<file path="src/rtl/trap_sequencer.sv">
// Machine-mode trap/return sequencer owning the CSR write port; vectored irq entry under TRAP_VECTORED_EN.
// Latency: trap writes at T+1..T+4 and redirect at T+5; mret writes status at T+1 and redirects at T+2.
// Backpressure: stall is high from detect through REDIRECT; pipeline CSR writes pass only in IDLE with no detect.
module trap_sequencer #(
    parameter int          XLEN        = 32,
    parameter logic [31:0] MSTATUS_RST = 32'h88
) (
    input  logic            clk,
    input  logic            rst_n,
    input  logic            irq,
    input  logic            illegal_inst,
    input  logic            l_access_fault,
    input  logic            s_access_fault,
    input  logic            ecall_m,
    input  logic            mret,
    input  logic [XLEN-1:0] inst_ill,
    input  logic [XLEN-1:0] addr_access_fault,
    input  logic [XLEN-1:0] epc_cur,
    input  logic [XLEN-1:0] epc_next,
    input  logic [XLEN-1:0] mstatus_i,
    input  logic [XLEN-1:0] mie_i,
    input  logic [XLEN-1:0] mtvec_i,
    input  logic [XLEN-1:0] mepc_i,
    input  logic            pipe_csr_we,
    input  logic [11:0]     pipe_csr_waddr,
    input  logic [XLEN-1:0] pipe_csr_wdata,
    input  logic [1:0]      pipe_csr_mode,
    output logic            csr_we,
    output logic [11:0]     csr_waddr,
    output logic [XLEN-1:0] csr_wdata,
    output logic [1:0]      csr_mode,
    output logic            stall,
    output logic            flush,
    output logic            redirect_valid,
    output logic [XLEN-1:0] redirect_pc
);
    localparam logic [11:0] ADDR_MSTATUS = 12'h300;
    localparam logic [11:0] ADDR_MEPC    = 12'h341;
    localparam logic [11:0] ADDR_MCAUSE  = 12'h342;
    localparam logic [11:0] ADDR_MTVAL   = 12'h343;
    localparam logic [1:0]  MODE_WRITE   = 2'b01;

    typedef enum logic [2:0] {
        S_IDLE, S_W_EPC, S_W_CAUSE, S_W_TVAL, S_W_STATUS, S_REDIRECT
    } state_e;

    state_e          state_q, state_d;
    logic [XLEN-1:0] cause_q, cause_d, tval_q, tval_d, epc_q, epc_d;
    logic            ret_q, ret_d, flush_q, flush_d;
    logic            irq_take, trap_det, detect;
    logic [XLEN-1:0] trap_cause, trap_tval, trap_epc;
    logic [XLEN-1:0] status_trap, status_ret, trap_target;
    logic            unused_ok;

    assign unused_ok = ^{MSTATUS_RST, mie_i[XLEN-1:12], mie_i[10:0], mtvec_i[1:0]};

    // Source priority: interrupt, illegal, load fault, store fault, ecall (mret handled below).
    always_comb begin
        irq_take   = irq & mstatus_i[3] & mie_i[11];
        trap_det   = 1'b1;
        trap_cause = '0;
        trap_tval  = '0;
        trap_epc   = epc_cur;
        if (irq_take) begin
            trap_cause = {1'b1, {(XLEN-5){1'b0}}, 4'hB};
            trap_epc   = epc_next;
        end else if (illegal_inst) begin
            trap_cause = XLEN'(2);
            trap_tval  = inst_ill;
        end else if (l_access_fault) begin
            trap_cause = XLEN'(5);
            trap_tval  = addr_access_fault;
        end else if (s_access_fault) begin
            trap_cause = XLEN'(7);
            trap_tval  = addr_access_fault;
        end else if (ecall_m) begin
            trap_cause = XLEN'(11);
        end else begin
            trap_det = 1'b0;
        end
    end

    assign detect = (state_q == S_IDLE) & (trap_det | mret);

    always_comb begin
        status_trap        = mstatus_i;
        status_trap[12:11] = 2'b11;
        status_trap[7]     = mstatus_i[3];
        status_trap[3]     = 1'b0;
        status_ret         = mstatus_i;
        status_ret[12:11]  = 2'b11;
        status_ret[7]      = 1'b1;
        status_ret[3]      = mstatus_i[7];
    end

    always_comb begin
        trap_target = mtvec_i & ~XLEN'(3);
`ifdef TRAP_VECTORED_EN
        if (mtvec_i[1:0] == 2'b01 && cause_q[XLEN-1])
            trap_target = (mtvec_i & ~XLEN'(3)) + {{(XLEN-7){1'b0}}, cause_q[4:0], 2'b00};
`endif
    end

    always_comb begin
        state_d        = state_q;
        cause_d        = cause_q;
        tval_d         = tval_q;
        epc_d          = epc_q;
        ret_d          = ret_q;
        flush_d        = 1'b0;
        csr_we         = 1'b0;
        csr_waddr      = '0;
        csr_wdata      = '0;
        csr_mode       = '0;
        redirect_valid = 1'b0;
        redirect_pc    = '0;
        stall          = (state_q != S_IDLE) | detect;
        unique case (state_q)
            S_IDLE: begin
                if (detect) begin
                    flush_d = 1'b1;
                    ret_d   = ~trap_det;
                    state_d = trap_det ? S_W_EPC : S_W_STATUS;
                    if (trap_det) begin
                        cause_d = trap_cause;
                        tval_d  = trap_tval;
                        epc_d   = trap_epc;
                    end
                end else begin
                    csr_we    = pipe_csr_we;
                    csr_waddr = pipe_csr_waddr;
                    csr_wdata = pipe_csr_wdata;
                    csr_mode  = pipe_csr_mode;
                end
            end
            S_W_EPC: begin
                csr_we    = 1'b1;
                csr_waddr = ADDR_MEPC;
                csr_wdata = epc_q;
                csr_mode  = MODE_WRITE;
                state_d   = S_W_CAUSE;
            end
            S_W_CAUSE: begin
                csr_we    = 1'b1;
                csr_waddr = ADDR_MCAUSE;
                csr_wdata = cause_q;
                csr_mode  = MODE_WRITE;
                state_d   = S_W_TVAL;
            end
            S_W_TVAL: begin
                csr_we    = 1'b1;
                csr_waddr = ADDR_MTVAL;
                csr_wdata = tval_q;
                csr_mode  = MODE_WRITE;
                state_d   = S_W_STATUS;
            end
            S_W_STATUS: begin
                csr_we    = 1'b1;
                csr_waddr = ADDR_MSTATUS;
                csr_wdata = ret_q ? status_ret : status_trap;
                csr_mode  = MODE_WRITE;
                state_d   = S_REDIRECT;
            end
            S_REDIRECT: begin
                redirect_valid = 1'b1;
                redirect_pc    = ret_q ? mepc_i : trap_target;
                state_d        = S_IDLE;
            end
            default: state_d = S_IDLE;
        endcase
    end

    always_ff @(posedge clk or negedge rst_n) begin
        if (!rst_n) begin
            state_q <= S_IDLE;
            cause_q <= '0;
            tval_q  <= '0;
            epc_q   <= '0;
            ret_q   <= 1'b0;
            flush_q <= 1'b0;
        end else begin
            state_q <= state_d;
            cause_q <= cause_d;
            tval_q  <= tval_d;
            epc_q   <= epc_d;
            ret_q   <= ret_d;
            flush_q <= flush_d;
        end
    end

    assign flush = flush_q;

endmodule
</file>
<file path="config.mk">
export PLATFORM = sky130hd
export DESIGN_NAME = trap_sequencer
export DESIGN_NICKNAME = d
export VERILOG_FILES = /design/src/rtl/trap_sequencer.sv
export SDC_FILE = /design/constraint.sdc
export NUM_CORES = 1
export LEC_CHECK = 0
export BUFFER_PORTS_ARGS = -buffer_cell sky130_fd_sc_hd__buf_2
export CORE_AREA = 2 2 154 156
export DETAILED_ROUTE_END_ITERATION = 10
export DIE_AREA = 0 0 156 158
export HOLD_SLACK_MARGIN = 0.05
export SYNTH_ARGS = -nofsm -noshare
export SYNTH_HDL_FRONTEND = slang
export SYNTH_SLANG_ARGS = --single-unit
</file>
<file path="constraint.sdc">
create_clock -name clk -period 2.6 [get_ports clk]
set_clock_uncertainty 0.15 [all_clocks]
set_input_delay 0.26 -clock clk [delete_from_list [all_inputs] [get_ports clk]]
set_output_delay 0.26 -clock clk [all_outputs]
set_load 0.1 [all_outputs]
</file>
==> reports/results.ini <==
[power_and_ir_drop]
switchingPower_w=0.00730
combPwrFrac=0.740
p_int_w=0.00651
vdd_drop_max_mv=0.725
pwr-share-seq=0.155
power.density_nw_per_um2=1410
power_w=0.0138
swShare=0.529
pwr-share-clk=0.105
leakagePower_nw=4.29

[placement]
portBuffers=357
dp_cells=1216
dpl_cell_area_um2=9150
pre_cts_ws_ns=0.126
place_hpwl_um=19900
place.gp.congestion=0.834

[worst_setup_path]
critPathCaptureType=output port
worst-setup-path-type=register to output port
path_max_fanout=22
required_ns=2.19
cp_data_arrival_time_ns=2.27
startpoint_type=register

[global_routing]
grt_max_degree=67
grt_pass1_wl_um=36400
grt_util_all_layers=0.197
grt_remaining_overflow=0
antenna_found_initial=2
grt_pass1_vias=5947

[timing]
rsz0062_at_grt=true
timing.final.ws_setup_ns=-0.0767
fin_crit_sh=1.03
fmax_mhz=374
relSlewSlack=0.326
slew_viol_final=0
setup_violations=23
fin_crit_ns=2.68
finalHoldViolations=0
worst_slew_pin_slew_ns=1.01

[cells_and_area]
fillCellCount=2229
nets=1272
finalNonFillerCells=1257
stdcell_area_um2=9770
drive_gt1_frac=0.546
syn_to_final_growth_pct=81.4

[yosys]
yosys_warnings=0
async_flop_share=1.00
syn_area_per_cell_um2=8.89
syn_nets=917
synth_top_area_cell=dfrtp_1
synth-seq-cells=74
ys_types=47
ys_top_cells_by_area=dfrtp_1 34%, o221ai_2 8.1%, o221a_2 6.7%
synth_edf_count=0
synthCells=606
yosysSeqAreaShare=0.344
ys.flop_type=dfrtp_1
netlist.area_leader.share=0.344
synth_common_cells=74 x dfrtp_1, 74 x nand2_1, 70 x o21ai_0
syn-cell-area_um2=5390

[clocking]
clk_pin_slew_ns=0.06
cts_inserted_buffers=9
cts_sinks=74
cts.path.max_buffers=2
clk_latency_ns=0.34
htreeDepth=3
cts_tree=built
cts_root_buf=clkbuf_16

[floorplanning]
die_area_um2=24600
rows=56
die_h_um=158
coreArea_um2=23100
ios=393
die_w_um=156
start_util=0.234

[drt]
viasPerCell=4.95
dr.first_iter.drc_count=525
drt-total-wl_um=25400
ant_nets=0
drc_errors=0
wire_per_inst_um=20.2
first_pass_iters=5
via_count=6225

[status]
violations=negative setup slack
status=finished with violations

[flow_run]
max_cap_violations=0

[min_path]
hp-class=input pin to register

[power groups by stage]
stage	combinational, W	clock [W]	sequential, W
floorplan	0.00686	0	0.00195
global placement	0.0101	0	0.00214
detailed placement	0.0102	0	0.00214
CTS	0.0103	0.00149	0.00213
global route	0.0106	0.00153	0.00220
finish	0.0102	0.00145	0.00214
[cells in the final DEF (no fill, tap or decap), drive strengths merged, types with 4 or more instances in the layout]
cell / n
dfrtp: 74
mux2i: 30
or4: 33
nor2b: 4
clkbuf: 12
nor3: 5
inv: 32
mux2: 5
o221ai: 29
a22oi: 27
nand2: 74
o221a: 32
buf: 387
and3: 4
a22o: 33
dlygate4sd3: 23
and2: 8
a21oi: 7
o21ai: 70
nor2: 39
[worst max-delay path, cell delays in order, from the launching register on]
cell      delay [ns]
dfrtp_4         0.49
or3_4           0.41
nor4_4          0.23
inv_2           0.11
buf_12          0.21
o221ai_4        0.24
buf_12          0.21
[registers in the layout, indices dropped and copies added (netlist names)]
register,count
epc_q,32
tval_q,32
cause_q,5
state_q,3
flush,1
ret_q,1
[cell type report]
cell class,count,area (um2),share of cell area
Antenna cell,1,2.50,0.000256
Clock buffer,10,229,0.0234
Clock inverter,6,115,0.0118
Inverter,32,120,0.0123
Multi-Input combinational cell,432,3580,0.366
Sequential cell,74,1860,0.190
Tap cell,290,363,0.0371
Timing Repair Buffer,412,3510,0.359
[routing by layer]
metal / vias to the layer above / GRT usage / wire length (um)
li1: 3012 / - / -
met1: 2986 / 0.283 / 11700
met2: 213 / 0.314 / 12200
met3: 12 / 0.0268 / 1240
met4: 2 / 0.0424 / 212
met5: - / 0 / 13
[final timing paths]
kind                                   startpoint                      to  slack (ns)  depth (start not counted)
hold reg to reg            tval_q[26]$_DFFE_PN0P_  tval_q[26]$_DFFE_PN0P_        0.36                          1
hold / removal                       epc_next[27]   epc_q[27]$_DFFE_PN0P_        0.06                          2
max in group asynchronous                   rst_n    epc_q[5]$_DFFE_PN0P_        1.40                          3
setup / recovery           state_q[1]$_DFFE_PN0P_           csr_wdata[14]       -0.08                          6
setup reg to reg           state_q[1]$_DFFE_PN0P_    epc_q[8]$_DFFE_PN0P_        0.13                          4
min in group asynchronous                   rst_n  tval_q[24]$_DFFE_PN0P_        0.29                          2
[per-stage QoR]
step / utilization / TNS [ns] / hold WS (ns)
final: 0.424 / -1.10 / 0.0624
after global routing: 0.424 / -2.93 / 0.0564
after CTS: 0.423 / -0.968 / 0.0504
after detailed placement: 0.397 / 0 / 0.117
after global placement: 0.397 / 0 / 0.117
after floorplan: - / -0.607 / -0.186
[cells by family (layout without fill, tap and decap cells)]
family,count (synthesis),after routing,share of synthesized area
and+or+nand+nor,180,180,0.170
AOI/OAI and AO/OA,216,216,0.339
muxes,35,35,0.0662
buffers and inverters,100,460,0.0790
DFF,74,74,0.344
xor gates and xnor gates,1,1,0.00163
other,0,1,0
[what timing repair did]
| item | 4_1_cts | 5_1_grt |
|---|---|---|
| buffers inserted | 2 | 0 |
| resized for setup | 5 | 6 |
| setup endpoints to repair | 30 | 71 |
| hold endpoints to repair | 61 | 0 |
| hold buffers | 23 | 0 |
| pin swaps | 2 | 0 |
Note: power is estimated with default switching activity, not from simulation.
